### src/rtl/square_burst_scheduler.sv
// ---------------------------------------------------------------------------
// square_burst_scheduler
//
// Purpose:
//   Sequencer for the 8-bit square-wave output path. A burst command is taken
//   over a valid/ready handshake. The block then emits a counted number of
//   50%-duty square-wave periods at the programmed half-period and amplitude,
//   followed by a programmed run of zero-output idle-gap clocks. A burst can
//   be aborted at any time. A cycle count of zero runs the wave continuously
//   until abort or reset.
//
// Ports:
//   clk             in   1        system clock, all logic on rising edge
//   reset_n         in   1        synchronous reset, active-low
//   cmd_valid       in   1        command present
//   cmd_ready       out  1        accept on edge with cmd_valid && cmd_ready
//   cmd_half_period in   CNT_W    clocks per half period (0 behaves as 1)
//   cmd_cycles      in   BURST_W  full periods per burst (0 = continuous)
//   cmd_amplitude   in   DATA_W   wave_out value during the high half
//   cmd_gap         in   CNT_W    zero-output clocks after the last period
//   abort           in   1        terminate the current burst immediately
//   wave_out        out  DATA_W   registered square-wave sample
//   busy            out  1        registered, high whenever not IDLE
//   burst_done      out  1        registered one-cycle pulse on completion
// ---------------------------------------------------------------------------
module square_burst_scheduler #(
    parameter int CNT_W   = 16,
    parameter int BURST_W = 8,
    parameter int DATA_W  = 8
) (
    input  logic               clk,
    input  logic               reset_n,
    input  logic               cmd_valid,
    output logic               cmd_ready,
    input  logic [CNT_W-1:0]   cmd_half_period,
    input  logic [BURST_W-1:0] cmd_cycles,
    input  logic [DATA_W-1:0]  cmd_amplitude,
    input  logic [CNT_W-1:0]   cmd_gap,
    input  logic               abort,
    output logic [DATA_W-1:0]  wave_out,
    output logic               busy,
    output logic               burst_done
);

    localparam logic [1:0] IDLE = 2'd0;
    localparam logic [1:0] HIGH = 2'd1;
    localparam logic [1:0] LOW  = 2'd2;
    localparam logic [1:0] GAP  = 2'd3;

    localparam logic [CNT_W-1:0]   CNT_ONE = {{(CNT_W-1){1'b0}}, 1'b1};
    localparam logic [BURST_W-1:0] PER_ONE = {{(BURST_W-1){1'b0}}, 1'b1};

    logic [1:0]         r_state;
    logic [CNT_W-1:0]   r_cnt;        // clocks remaining in current phase, minus one
    logic [BURST_W-1:0] r_per;        // completed full periods
    logic [CNT_W-1:0]   r_half_m1;    // latched half period minus one
    logic [BURST_W-1:0] r_cycles;
    logic [DATA_W-1:0]  r_amp;
    logic [CNT_W-1:0]   r_gap;
    logic [DATA_W-1:0]  r_wave;
    logic               r_busy;
    logic               r_done;

    logic               w_accept;
    logic [CNT_W-1:0]   w_cmd_half_m1;
    logic [BURST_W-1:0] w_per_inc;
    logic               w_last_period;

    assign cmd_ready  = (r_state == IDLE) && !abort;
    assign w_accept   = cmd_valid && cmd_ready;

    // A half period of zero is clamped to one clock, so its reload value is 0.
    assign w_cmd_half_m1 = (cmd_half_period == '0) ? '0 : (cmd_half_period - CNT_ONE);

    // The period just being closed is counted before comparing, so a burst of
    // N cycles ends after exactly N LOW halves. Continuous mode never matches.
    assign w_per_inc     = r_per + PER_ONE;
    assign w_last_period = (r_cycles != '0) && (w_per_inc == r_cycles);

    assign wave_out   = r_wave;
    assign busy       = r_busy;
    assign burst_done = r_done;

    always_ff @(posedge clk) begin
        if (!reset_n) begin
            r_state   <= IDLE;
            r_cnt     <= '0;
            r_per     <= '0;
            r_half_m1 <= '0;
            r_cycles  <= '0;
            r_amp     <= '0;
            r_gap     <= '0;
            r_wave    <= '0;
            r_busy    <= 1'b0;
            r_done    <= 1'b0;
        end else if (abort && (r_state != IDLE)) begin
            // Abort drops straight to IDLE without a completion pulse.
            r_state <= IDLE;
            r_cnt   <= '0;
            r_wave  <= '0;
            r_busy  <= 1'b0;
            r_done  <= 1'b0;
        end else begin
            case (r_state)
                IDLE: begin
                    r_done <= 1'b0;
                    r_wave <= '0;
                    if (w_accept) begin
                        r_half_m1 <= w_cmd_half_m1;
                        r_cycles  <= cmd_cycles;
                        r_amp     <= cmd_amplitude;
                        r_gap     <= cmd_gap;
                        r_cnt     <= w_cmd_half_m1;
                        r_per     <= '0;
                        r_state   <= HIGH;
                        r_wave    <= cmd_amplitude;
                        r_busy    <= 1'b1;
                    end
                end

                HIGH: begin
                    if (r_cnt == '0) begin
                        r_state <= LOW;
                        r_cnt   <= r_half_m1;
                        r_wave  <= '0;
                    end else begin
                        r_cnt <= r_cnt - CNT_ONE;
                    end
                end

                LOW: begin
                    if (r_cnt == '0) begin
                        r_per <= w_per_inc;
                        if (w_last_period) begin
                            if (r_gap == '0) begin
                                r_state <= IDLE;
                                r_busy  <= 1'b0;
                                r_done  <= 1'b1;
                            end else begin
                                r_state <= GAP;
                                r_cnt   <= r_gap - CNT_ONE;
                            end
                        end else begin
                            r_state <= HIGH;
                            r_cnt   <= r_half_m1;
                            r_wave  <= r_amp;
                        end
                    end else begin
                        r_cnt <= r_cnt - CNT_ONE;
                    end
                end

                GAP: begin
                    if (r_cnt == '0) begin
                        r_state <= IDLE;
                        r_busy  <= 1'b0;
                        r_done  <= 1'b1;
                    end else begin
                        r_cnt <= r_cnt - CNT_ONE;
                    end
                end

                default: begin
                    r_state <= IDLE;
                    r_wave  <= '0;
                    r_busy  <= 1'b0;
                    r_done  <= 1'b0;
                end
            endcase
        end
    end

endmodule
### config.mk
export PLATFORM = sky130hd
export DESIGN_NAME = square_burst_scheduler
export DESIGN_NICKNAME = d
export VERILOG_FILES = /design/src/rtl/square_burst_scheduler.sv
export SDC_FILE = /design/constraint.sdc
export NUM_CORES = 1
export LEC_CHECK = 0
export CORE_UTILIZATION = 55
export DETAILED_ROUTE_END_ITERATION = 8
export MAX_ROUTING_LAYER = met4
export PLACE_DENSITY_LB_ADDON = 0.12
export SYNTH_ARGS = -nofsm -noshare
export SYNTH_HDL_FRONTEND = slang
export SYNTH_SLANG_ARGS = --single-unit
### constraint.sdc
create_clock -name clk -period 5.5 [get_ports clk]
set_input_delay 0.55 -clock clk [delete_from_list [all_inputs] [get_ports clk]]
set_output_delay 0.55 -clock clk [all_outputs]
set_load 0.1 [all_outputs]
==> results of run 1 <==
-- worst max-delay path, cell delays in order, from the launching register on --
cell	delay (ps)
dfxtp_1	350
inv_1	120
ha_1	740
inv_1	560
nor2_1	350
clkdlybuf4s50_1	1190
-- metrics by stage --
step / worst slack [ps] / cells / area, µm²
finish: 1280 / 856 / 6090
global route: 1130 / 856 / 6090
CTS: 1380 / 856 / 6090
detailed placement: 1790 / 840 / 5890
global placement: 1830 / 840 / 5890
floorplan: 2160 / 691 / 5270
-- worst min-delay path by stage --
stage,from,endpoint
2_1_floorplan,r_half_m1[9]$_SDFFE_PN0P_,r_half_m1[9]$_SDFFE_PN0P_
3_3_place_gp,r_amp[1]$_SDFFE_PN0P_,r_amp[1]$_SDFFE_PN0P_
3_5_place_dp,r_amp[2]$_SDFFE_PN0P_,r_amp[2]$_SDFFE_PN0P_
4_1_cts,r_amp[1]$_SDFFE_PN0P_,r_amp[1]$_SDFFE_PN0P_
5_1_grt,r_amp[3]$_SDFFE_PN0P_,r_amp[3]$_SDFFE_PN0P_
6_report,r_amp[2]$_SDFFE_PN0P_,r_amp[2]$_SDFFE_PN0P_
-- sequential cells by signal, summed over array words and instances, names as in the netlist --
signal / count
r_gap: 16
burst_done: 1
wave_out: 8
r_half_m1: 16
r_amp: 8
r_cycles: 8
r_cnt: 16
r_per: 8
busy: 1
r_state: 2
-- placed cells by master (no fill, tap or decap), types with 4 or more instances in the layout --
| cell | n |
|---|---|
| o21ai_1 | 5 |
| or3_1 | 12 |
| buf_4 | 5 |
| or4_1 | 4 |
| inv_1 | 12 |
| a21o_1 | 4 |
| a21oi_1 | 26 |
| clkbuf_8 | 9 |
| and3_1 | 6 |
| xnor2_1 | 28 |
| nor3_1 | 33 |
| and2_1 | 7 |
| o211a_1 | 4 |
| nor2b_1 | 10 |
| a211o_1 | 4 |
| dfxtp_1 | 84 |
| ha_1 | 10 |
| nand3_1 | 18 |
| nor2_1 | 48 |
| inv_6 | 4 |
| nand2_1 | 118 |
| nand2b_1 | 8 |
| a211oi_1 | 13 |
| o31ai_1 | 6 |
| o21a_1 | 7 |
| o21ai_0 | 33 |
| mux2i_1 | 5 |
| nor4_1 | 10 |
| clkdlybuf4s50_1 | 62 |
| xor2_1 | 15 |
| a21boi_0 | 46 |
| a31oi_1 | 17 |
-- where the power goes --
group | total, W | internal [W] | switching [W] | leakage [nW]
Combinational | 0.00172 | 0.000584 | 0.00113 | 1.41
Sequential | 0.000858 | 0.000727 | 0.000131 | 0.686
Clock | 0.000473 | 0.000216 | 0.000257 | 0.0973
-- layout make-up --
cell class,instances,area [µm²]
Tap cell,129,161
Clock inverter,7,80.1
Timing Repair Buffer,67,658
Multi-Input combinational cell,546,3330
Fill cell,813,3190
Inverter,14,52.6
Sequential cell,84,1680
Clock buffer,9,124
-- kinds of logic (layout without fill, tap and decap cells) --
kind of cell / Yosys count / in the layout / synth area share (%)
simple gates: 298 / 298 / 28.1
compound gates: 188 / 188 / 24.3
flops: 84 / 84 / 31.9
buf+inv: 61 / 97 / 4.89
xor+xnor: 43 / 43 / 7.14
fa+ha+maj: 10 / 10 / 2.37
mux: 7 / 7 / 1.38
-- per-layer routing --
metal / wire length [µm] / track usage, % / up-vias
li1: - / - / 2509
met1: 6850 / 44.7 / 2401
met2: 6430 / 45.8 / 229
met3: 1120 / 4.87 / 23
met4: 171 / 8.60 / 0
met5: 0 / - / -
==> results.cfg, run 1 <==
[timing]
clock.fmax_ghz = 0.237
tns_ps = 0
timing.final.crit_share_pct = 76.8
setup_viol = 0
tightestPinTransition_ps = 1270
relSlewSlack_pct = 15.4
clock-skew-final_ps = 20.4
drv_slew = 0
period_minus_slack_ps = 4220
whs_ps = 472
rsz0062_at_grt = false
hold_viol = 0

[routing]
drtAntennaViolNets = 0
dr_total_vias = 5162
vias_per_cell = 6.03
drt-total-wl_mm = 14.6
wl_per_cell_um = 17.0
drcViolationCount = 0
dr.pass1.iters = 5
drt_iter0_markers = 441

[worst_setup_path]
rr_startpoint = r_per[0]$_SDFFE_PN0P_
rr_worst_depth = 9
critPathMaxFanout = 26
crit_path_end = cmd_ready
critPathKind = reg -> out
start_kind = flop
critPathArrivalTime_ps = 3670
r2r-end = r_cnt[13]$_SDFFE_PP0P_
critPathLaunch = r_state[1]$_SDFFE_PP0P_
endpoint_kind = output pin
r2r_slack_ps = 1870
crit_required_ps = 4950

[clocking]
hold_buffers = 0
root_buffer = clkbuf_8
cts_resized = 0
path_clk_slew_ps = 100
cts_setup_buffers = 0
clk_latency_ps = 380
h-tree-depth = 3
cts_buffers = 9
cts_tree = done
clockBufferDepth = 2
clock-sinks = 84

[synth]
synth_edf_count = 0
synth_top_area_share_pct = 31.9
netlist_area_um2 = 5270
yosys_register_bits = 84
syn_nets = 753
yosys-top-cells-count = nand2_1, dfxtp_1, nor2_1
yosysSeqAreaShare_pct = 31.9
synthArstFlopShare_pct = 0
synth_most_common_cell = nand2_1
synth_area_leaders = dfxtp_1, nand2_1, a21boi_0
ys_dominant_reg_cell = dfxtp_1
ys_warn_count = 0
synth_cell_types = 69
synth_top_area_cell = dfxtp_1
syn_avg_cell_area_um2 = 7.63
synth_cells = 691

[floorplan]
die_w_um = 99.9
rows = 35
core_um2 = 9280
die_y_um = 99.9
io_pins = 63
start_util_pct = 56.8
die_area_um2 = 9980

[final_layout]
finish.utilization_pct = 65.6
drive_gt1_share_pct = 5.36
design.final.nets = 784
syn_to_final_growth_pct = 15.5
antenna_cells = 0

[hold_path]
whs_path_depth = 2
worstHoldPathType = reg -> reg

[flow_run]
max_cap_violations = 0

[power]
power_leakage_nw = 2.19
power_w = 0.00305
peakVddDrop_v = 0.000262
power.density_nw_per_um2 = 501

[global_routing]
overflow = 0
grtUsageTotal_pct = 31.4
grt_pass1_vias = 4492
grt_start_max_net_pins = 59
grt_pass1_wl_mm = 23.8
antenna_found_initial = 0

[placed_design]
place_hpwl_mm = 10.6
io_buffers = 62
gp_congestion = 0.938

[outcome]
status = completed
Power figures use the tool's default switching activity.
==> inputs of run 2 (changes only) <==
Clock period 5.5 ns to 4.1 ns, I/O delays scaled along.
==> results.cfg, run 2 (synthesis gave the netlist of run 1 again) <==
[outcome]
status = completed

[routing]
wl_per_cell_um = 16.7
drtAntennaViolNets = 0
drt-total-wl_mm = 14.4
drcViolationCount = 0
dr.pass1.iters = 5
dr_total_vias = 5165
drt_iter0_markers = 380
vias_per_cell = 5.99

[timing]
tightestPinTransition_ps = 1010
relSlewSlack_pct = 32.3
tns_ps = 0
clock-skew-final_ps = 14.6
hold_viol = 0
rsz0062_at_grt = false
clock.fmax_ghz = 0.332
drv_slew = 0
setup_viol = 0
timing.final.crit_share_pct = 73.4
period_minus_slack_ps = 3010

[clocking]
h-tree-depth = 3
clk_latency_ps = 370
cts_setup_buffers = 0
clockBufferDepth = 2
cts_resized = 0
cts_tree = done
path_clk_slew_ps = 100
cts_buffers = 9
hold_buffers = 0
clock-sinks = 84
root_buffer = clkbuf_8

[floorplan]
io_pins = 63
die_y_um = 99.9
start_util_pct = 56.8
core_um2 = 9280
rows = 35
die_w_um = 99.9
die_area_um2 = 9980

[final_layout]
largestRegisters = r_cnt: 16 flops, r_gap: 16 flops, r_half_m1: 16 flops
final_common_cell = nand2_1
multiInputGateArea_um2 = 3330
seq_area_um2 = 1680
design.final.nets = 790
finish.utilization_pct = 66.1
antenna_cells = 0
fill_cells = 819
mostFrequentLayoutCells = nand2_1, dfxtp_1, clkdlybuf4s50_1
syn_to_final_growth_pct = 16.4
drive_gt1_share_pct = 6.28

[worst_setup_path]
start_kind = flop
crit_required_ps = 4350
crit_slowest_cell = dfxtp_1
endpoint_kind = flop
critPathArrivalTime_ps = 3260
crit_chain = ha_1, xor2_1, a211o_1, a211oi_2, nand4_4, o31a_1, o21ai_2, buf_4, or3_1, a21oi_1
critPathMaxFanout = 31
critPathKind = reg -> reg
critPathMaxStageDelay_ps = 440
r2r_slack_ps = 1090

[placed_design]
place_hpwl_mm = 10.5
gp_congestion = 0.979
io_buffers = 62

[global_routing]
overflow = 0
antenna_found_initial = 0
grt_pass1_vias = 4808
grtUsageTotal_pct = 31.0
grt_pass1_wl_mm = 23.7
grt_start_max_net_pins = 52

[power]
power.density_nw_per_um2 = 670
peakVddDrop_v = 0.000455
power_leakage_nw = 2.23

[flow_run]
max_cap_violations = 0

[hold_path]
worstHoldPathType = reg -> reg
run 2: routing by layer:
| metal | up-vias | track usage, % | share of wire (%) |
|---|---|---|---|
| li1 | 2519 | - | - |
| met1 | 2428 | 42.9 | 47 |
| met2 | 196 | 46.6 | 44 |
| met3 | 22 | 5.01 | 6.9 |
| met4 | 0 | 9.05 | 1.5 |
| met5 | - | - | 0 |
run 2: per-stage QoR:
| step | cells | cell area (µm²) | total power, W | setup WS, ps | hold slack (ps) |
|---|---|---|---|---|---|
| floorplan | 691 | 5270 | 0.00287 | 756 | 444 |
| CTS | 862 | 6140 | 0.00407 | 1120 | 471 |
| global placement | 846 | 5930 | 0.00341 | 1180 | 449 |
| finish | 862 | 6140 | 0.00411 | 1090 | 470 |
| detailed placement | 846 | 5930 | 0.00343 | 1140 | 457 |
| global route | 862 | 6140 | 0.00436 | 936 | 485 |
run 2: worst paths after layout:
kind	start	endpoint	cells after the start
worst max-delay path	r_per[0]$_SDFFE_PN0P_	r_cnt[1]$_SDFFE_PP0P_	10
worst min-delay path	r_amp[5]$_SDFFE_PN0P_	r_amp[5]$_SDFFE_PN0P_	2
worst max register to register	r_per[0]$_SDFFE_PN0P_	r_cnt[1]$_SDFFE_PP0P_	10
worst min register to register	r_amp[5]$_SDFFE_PN0P_	r_amp[5]$_SDFFE_PN0P_	2
run 2: area by class of cell:
class	instances	share of cell area, %
multi-input cells	546	54.3
flip-flops and latches	84	27.4
repair buffers	73	11.4
well taps	129	2.63
clock buffers	10	2.24
clock inverters	6	1.14
inverters	14	0.856
run 2: power by group:
part	switching [W]	internal, W	leakage [nW]	total (W)
combinational	0.00153	0.000797	1.44	0.00233
clock	0.000332	0.000305	0.108	0.000637
sequential	0.000172	0.000975	0.686	0.00115
run 2: critical path: cells and delay by family (launching register included):
family	cells	cell delay, ps
flip-flops	1	440
buffers and inverters	1	340
XOR/XNOR	1	150
adder cells (fa/ha/maj)	1	280
AO/OA/AOI/OAI	5	1110
AND/OR/NAND/NOR	2	570
==> inputs of run 3 (changes only) <==
Clock period 4.1 ns to 2.99 ns, I/O delays scaled along.
==> results.cfg, run 3 (synthesis gave the netlist of run 1 again) <==
[outcome]
status = completed

[clocking]
clockBufferDepth = 2
clock-sinks = 84
cts_tree = done
h-tree-depth = 3
cts_resized = 0
cts_setup_buffers = 0
clk_latency_ps = 380
root_buffer = clkbuf_8
cts_buffers = 9
hold_buffers = 0
path_clk_slew_ps = 90

[global_routing]
overflow = 0
grt_pass1_vias = 4708
antenna_found_initial = 0
grtUsageTotal_pct = 31.0
grt_pass1_wl_mm = 23.5
grt_start_max_net_pins = 52

[final_layout]
multiInputGateArea_um2 = 3330
fill_cells = 832
finish.utilization_pct = 67.0
syn_to_final_growth_pct = 17.9
final_common_cell = nand2_1
antenna_cells = 0
design.final.nets = 804
seq_area_um2 = 1680
instances_no_fill = 876
mostFrequentLayoutCells = nand2_1, dfxtp_1, clkdlybuf4s50_1
largestRegisters = r_cnt: 16 flops, r_gap: 16 flops, r_half_m1: 16 flops
drive_gt1_share_pct = 9.10

[power]
intPower_w = 0.00285
seqPwrFrac_pct = 27.8
sw_frac_of_total_pct = 49.5
power.density_nw_per_um2 = 907
combPwrFrac_pct = 58.2
power_switching_w = 0.00279
power_w = 0.00564
peakVddDrop_v = 0.000618
clkPwrFrac_pct = 14.0
power_leakage_nw = 2.29

[placed_design]
dp.cells = 860
gp_congestion = 0.977
place_hpwl_mm = 10.7
io_buffers = 62

[routing]
drt_iter0_markers = 336
drtAntennaViolNets = 0
wl_per_cell_um = 16.3
drcViolationCount = 0
dr.pass1.iters = 5
drt-total-wl_mm = 14.3
dr_total_vias = 5116
vias_per_cell = 5.84

[timing]
timing.final.crit_share_pct = 92.1
hold_viol = 0
period_minus_slack_ps = 2750
setup_viol = 0
rsz0062_at_grt = false
relSlewSlack_pct = 35.1
tightestPinTransition_ps = 970
tns_ps = 0
whs_ps = 469
drv_slew = 0
clock.fmax_ghz = 0.363
clock-skew-final_ps = 14.8

[worst_setup_path]
start_kind = flop
critPathArrivalTime_ps = 3050
endpoint_kind = flop
crit_required_ps = 3280
critPathLaunch = r_per[1]$_SDFFE_PN0P_
critPathMaxFanout = 20
critPathKind = reg -> reg
rr_startpoint = r_per[1]$_SDFFE_PN0P_

[hold_path]
worstHoldPathType = reg -> reg
min_from = r_amp[4]$_SDFFE_PN0P_

[floorplan]
die_area_um2 = 9980
die_w_um = 99.9
start_util_pct = 56.8
die_y_um = 99.9
rows = 35
core_um2 = 9280
io_pins = 63

[flow_run]
max_cap_violations = 0
-- run 3: changes by cell type in the layout (fill, tap and decap cells not counted), moves of 2 or more --
cell / before / now
buf_4: 12 / 32
clkdlybuf4s50_1: 61 / 54
clkinvlp_4: 0 / 4
inv_6: 3 / 1
-- run 3: through the flow --
step                      area (µm²)  worst slack (ps)
after floorplan                 5270               210
after global placement          6030               214
after detailed placement        6030               177
after CTS                       6220               245
after global routing            6220              83.8
final                           6220               236
-- run 3: routing by layer --
layer | part of all wire, % | vias up | global-route usage, % | wire [µm]
met1 | 47 | 2373 | 43.0 | 6720
met4 | 1.8 | 0 | 9.50 | 261
li1 | - | 2538 | - | -
met3 | 7.0 | 25 | 5.71 | 1010
met2 | 44 | 180 | 45.7 | 6310
met5 | 0 | - | - | 0
-- run 3: path summary, 6_finish.rpt --
kind                           endpoint  slack [ps]  cells past startpoint
setup / recovery  r_cnt[4]$_SDFFE_PP0P_         240                     11
hold / removal    r_amp[4]$_SDFFE_PN0P_         470                      2
setup reg to reg  r_cnt[4]$_SDFFE_PP0P_         240                     11
hold reg to reg   r_amp[4]$_SDFFE_PN0P_         470                      2
-- run 3: layout make-up --
class,instances,share of cell area (%)
multi-input cells,546,53.6
flip-flops and latches,84,27.1
repair buffers,87,12.9
well taps,129,2.60
clock buffers,10,2.21
inverters,14,0.845
clock inverters,6,0.765
-- run 3: worst max-delay path, stage by stage, from the launching register on --
cell	delay (ps)
dfxtp_1	400
ha_1	270
xor2_1	150
a211o_1	290
a211oi_2	210
nand4_4	220
o31a_1	340
o21ai_2	120
buf_4	270
buf_4	230
nand3_1	90
o31ai_1	70
-- run 3: power groups by stage --
stage	Clock [W]	Sequential (W)	Combinational, W
global route	0.000850	0.00160	0.00354
floorplan	0	0.00194	0.00200
global placement	0	0.00158	0.00317
finish	0.000790	0.00156	0.00328
detailed placement	0	0.00159	0.00322
CTS	0.000796	0.00156	0.00324
